File: src/rtl/pc_fetch_unit.sv
// PC owner and instruction fetch sequencer for the RV32I core: fetches one word,
// exposes it for a single execute slot, then steps the PC from the controller's selection.
module pc_fetch_unit #(
  parameter logic [31:0] RESET_PC = 32'h0000_0000,
  parameter int          TIMEOUT  = 16,
  parameter logic [31:0] NOP      = 32'h0000_0013
) (
  input  logic        clk,
  input  logic        reset,
  input  logic [1:0]  PCSrc,
  input  logic [31:0] ImmExt,
  input  logic [31:0] ALUResult,
  output logic        imem_req,
  output logic [31:0] imem_addr,
  input  logic [31:0] imem_rdata,
  input  logic        imem_ready,
  output logic [31:0] Instr,
  output logic [31:0] PC,
  output logic [31:0] PCPlus4,
  output logic        instr_valid,
  output logic        misaligned,
  output logic        fetch_err,
  output logic [31:0] bad_addr,
  output logic [31:0] instret
);

  typedef enum logic [1:0] {S_IDLE, S_FETCH, S_EXEC, S_TRAP} state_t;

  localparam logic [7:0] CNT_LAST = 8'(TIMEOUT - 1);

  state_t      r_state, w_next_state;
  logic [31:0] r_pc, r_instr, r_bad, r_instret;
  logic [7:0]  r_cnt;
  logic        r_mis, r_ferr;
  logic [31:0] w_pc4, w_target;
  logic        w_misal, w_timeout;

  assign w_pc4     = r_pc + 32'd4;
  assign w_misal   = |w_target[1:0];
  assign w_timeout = (r_cnt == CNT_LAST);

  // JALR clears bit 0 only; bit 1 survives so a bad target still traps.
  always_comb begin
    w_target = w_pc4;
    case (PCSrc)
      2'b01:   w_target = r_pc + ImmExt;
      2'b10:   w_target = {ALUResult[31:1], 1'b0};
      default: w_target = w_pc4;
    endcase
  end

  always_ff @(posedge clk or negedge reset) begin
    if (!reset) r_state <= S_IDLE;
    else        r_state <= w_next_state;
  end

  always_comb begin
    w_next_state = r_state;
    imem_req     = 1'b0;
    instr_valid  = 1'b0;
    case (r_state)
      S_IDLE:  w_next_state = S_FETCH;
      S_FETCH: begin
        imem_req = 1'b1;
        if (imem_ready)     w_next_state = S_EXEC;
        else if (w_timeout) w_next_state = S_TRAP;
      end
      S_EXEC: begin
        instr_valid  = 1'b1;
        w_next_state = w_misal ? S_TRAP : S_FETCH;
      end
      default: w_next_state = S_TRAP;
    endcase
  end

  always_ff @(posedge clk or negedge reset) begin
    if (!reset) begin
      r_pc      <= RESET_PC;
      r_instr   <= NOP;
      r_cnt     <= 8'd0;
      r_mis     <= 1'b0;
      r_ferr    <= 1'b0;
      r_bad     <= 32'd0;
      r_instret <= 32'd0;
    end else begin
      case (r_state)
        S_FETCH: begin
          if (imem_ready) begin
            r_instr <= imem_rdata;
            r_cnt   <= 8'd0;
          end else if (w_timeout) begin
            r_ferr <= 1'b1;
            r_bad  <= r_pc;
            r_cnt  <= 8'd0;
          end else begin
            r_cnt <= r_cnt + 8'd1;
          end
        end
        S_EXEC: begin
          // Instr only carries a real word during the execute slot.
          r_instr <= NOP;
          if (w_misal) begin
            r_mis <= 1'b1;
            r_bad <= w_target;
          end else begin
            r_pc      <= w_target;
            r_instret <= r_instret + 32'd1;
          end
        end
        default: ;
      endcase
    end
  end

  assign imem_addr  = r_pc;
  assign PC         = r_pc;
  assign PCPlus4    = w_pc4;
  assign Instr      = r_instr;
  assign misaligned = r_mis;
  assign fetch_err  = r_ferr;
  assign bad_addr   = r_bad;
  assign instret    = r_instret;

endmodule

File: config.mk
export PLATFORM = sky130hd
export DESIGN_NAME = pc_fetch_unit
export DESIGN_NICKNAME = d
export VERILOG_FILES = /design/src/rtl/pc_fetch_unit.sv
export SDC_FILE = /design/constraint.sdc
export NUM_CORES = 1
export LEC_CHECK = 0
export CORE_ASPECT_RATIO = 0.5
export CORE_MARGIN = 2
export CORE_UTILIZATION = 51
export DETAILED_ROUTE_END_ITERATION = 12
export GPL_TIMING_DRIVEN = 0
export PLACE_DENSITY = 0.87
export SLEW_MARGIN = 20
export SYNTH_ARGS = -nofsm -noshare
export SYNTH_HDL_FRONTEND = slang
export SYNTH_SLANG_ARGS = --single-unit
File: constraint.sdc
create_clock -name clk -period 7.5 [get_ports clk]
set_input_delay 2.25 -clock clk [delete_from_list [all_inputs] [get_ports clk]]
set_output_delay 2.25 -clock clk [all_outputs]
set_load 0.005 [all_outputs]
==> impl_metrics.toml <==
[route]
first_pass_iters = 6
drc_errors = 0
via_count = 10200
wl_mm = 37.1
vias_per_cell = 6.10
drtIter0Drc = 1174
post_drt_wl_per_cell_um = 22.2
ant_nets = 0

[global_route]
grt_pass1_wl_mm = 56.5
grt_max_degree = 106
groute.usage.overall_pct = 38.0
grt-ovfl-total = 0
antenna_found_initial = 0
grt_pass1_vias = 9880

[clocking]
clk_path_buf_depth = 2
cts.reportedPaths.clkPinSlew_ns = 0.06
cts_tree = "yes"
cts-root-buf = "clkbuf_16"
clk_latency_ns = 0.42
clock_sinks = 140
cts_hold_buf = 0
cts_setup_buffers = 0
htree_num_levels = 4
cts_buffers = 17
cts_resized = 0

[timing]
finalSetupViolCount = 0
hold_viol = 0
worstMarginPinSlew_ns = 0.967
fin_skew_ns = 0.00865
rsz0062_at_grt = "no"
drv_slew = 0
slew_headroom_pct = 34.7
period_share_pct = 72.9
maxClockFrequency_ghz = 0.183
fin_crit_ns = 5.47

[critical_path]
crit_required_ns = 5.25
arrival_ns = 3.22
critical_path.max_stage_delay_ns = 0.65
startpoint_type = "flop"
worstSetupPathType = "flop to primary output"
cp_top_family = "simple AND/OR/NAND/NOR gates"
worstSetupEndpointType = "primary output"
crit_fanout = 8
slowest_stage = "nor4_4"
cp_num_buf_inv = 2
path_cells = "clkbuf_2, nand4_1, nor4_4, nand3_1, xnor2_1, clkdlybuf4s50_1"

[finish]
final_nets = 1564
fill_cells = 1279
layout_common_cells = "294 x clkdlybuf4s50_1, 208 x nand2_1, 137 x dfrtp_1"
final_common_cell = "clkdlybuf4s50_1"
areaGrowthSynthToFinish_pct = 41.3
insertedDiodeCount = 0
design_area_um2 = 13100
drive_gt1_share_pct = 8.96

[floorplan]
die_w_um = 195
start_util_pct = 52.8
row_count = 34
dieArea_um2 = 19400
io_pins = 297
die_y_um = 99.5
core-area_um2 = 17600

[logic_synthesis]
synthesis.instances = 1111
ys_top_cells_by_area = "dfrtp_1 37%, nand2_1 8.4%, xnor2_1 4.9%, ha_1 4.8%, nand3_1 4.5%"
ys_ff_latch = 140
synth_edf_count = 0
yosys.area_share.simple_pct = 25.1
synth_top_area_cell = "dfrtp_1"
syn_area_per_cell_um2 = 8.38
synthMuxAreaShare_pct = 0.807
synth_top_flop_cell = "dfrtp_1"
synth_top_family_by_area = "simple AND/OR/NAND/NOR gates"
netlist_area_um2 = 9310
synth_xor_area_share_pct = 7.06
yosys_warnings = 0
async_flop_share_pct = 100
yosysUniqueCellTypes = 82
synth_compound_gate_area_share_pct = 17.5
yosysSeqAreaShare_pct = 37.7
yosys.area.top_type_share_pct = 36.8
synthAdderAreaFrac_pct = 5.06
syn_nets = 1249

[power_and_ir_drop]
ir_worst_vdd_v = 0.000182
powerDensity_nw_per_um2 = 352
p_leak_nw = 5.80
finalPower_mw = 4.63

[placement]
place.gp.congestion = 0.974
placed_cell_area_um2 = 12600
dp_hpwl_mm = 27.7
port_buffers = 295

[worst_hold_path]
hold_class = "flop to flop"

[run_status]
status = "finished clean"

[run]
maxCapViolCount = 0
-- where the power goes --
part | leakage [nW] | internal [mW] | switching, mW
Sequential | 1.81 | 1.01 | 0.382
Clock | 0.270 | 0.463 | 0.355
Combinational | 3.73 | 1.28 | 1.15
-- state kept, by name, summed over array words and instances, names as in the netlist --
register    count
Instr          32
PC             32
bad_addr       32
fetch_err       1
instret        32
misaligned      1
r_cnt           8
r_state         2
-- layout make-up --
cell class,instances,area (um2),area share [%]
multi-input combinational,850,5170,39.3
sequential,140,3510,26.7
timing repair buffer,296,2990,22.7
buffer,98,546,4.15
clock buffer,18,429,3.26
tap,234,293,2.23
clock inverter,14,135,1.03
inverter,23,87.6,0.666
-- through the flow --
| step | setup slack, ns | TNS (ns) | hold slack, ns | cells | util (%) |
|---|---|---|---|---|---|
| global route | 1.98 | 0 | 0.497 | 1673 | 74.7 |
| detailed placement | 1.82 | 0 | 0.462 | 1641 | 71.5 |
| global placement | -1.21 | -164.06 | 0.451 | 1640 | 71.3 |
| finish | 2.03 | 0 | 0.472 | 1673 | 74.7 |
| floorplan | 2.88 | 0 | 0.456 | 1111 | - |
| CTS | 2.12 | 0 | 0.477 | 1673 | 74.7 |
-- logic make-up (layout without fill, tap and decap cells) --
kind of cell / count (synthesis) / after routing
muxes: 7 / 7
adders and majority gates: 37 / 37
DFF: 140 / 140
xor gates and xnor gates: 75 / 75
AOI/OAI and AO/OA: 250 / 250
buffers and inverters: 121 / 449
and+or+nand+nor: 481 / 481
-- cell usage after synthesis (all sizes together) (23+ instances only) --
library cell	n
a21oi	69
xnor2	52
nor2	53
xor2	23
nand3	84
nand4	25
nand2	208
dfrtp	137
ha	36
and3	36
clkbuf	36
buf	62
o21ai	78
-- worst reg2reg max path, delay by kind of cell, from the launching register on --
family          cells  cell delay [ns]
fa+ha+maj           2             0.65
simple gates        2             0.40
buf+inv             1             0.06
compound gates      5             1.94
flops               1             0.56
-- path summary, 6_finish.rpt --
kind / startpoint / endpoint / slack [ns] / cells past startpoint
max: PC[10] / PCPlus4[17] / 2.03 / 6
min: misaligned / misaligned / 0.47 / 1
max reg2reg: PC[0] / bad_addr[30] / 3.81 / 10
min reg2reg: misaligned / misaligned / 0.47 / 1
max in group asynchronous: reset / Instr[0] / 5.02 / 2
min in group asynchronous: reset / bad_addr[26] / 1.69 / 1
-- layer usage --
metal | part of all wire, % | vias up | track usage, %
met2 | 45 | 589 | 60.5
met4 | 2.8 | 0 | 14.4
met3 | 10 | 95 | 8.00
met5 | 0 | - | 0.247
li1 | - | 4541 | -
met1 | 42 | 4974 | 51.5
No activity file was read; power rests on OpenSTA's default activity.
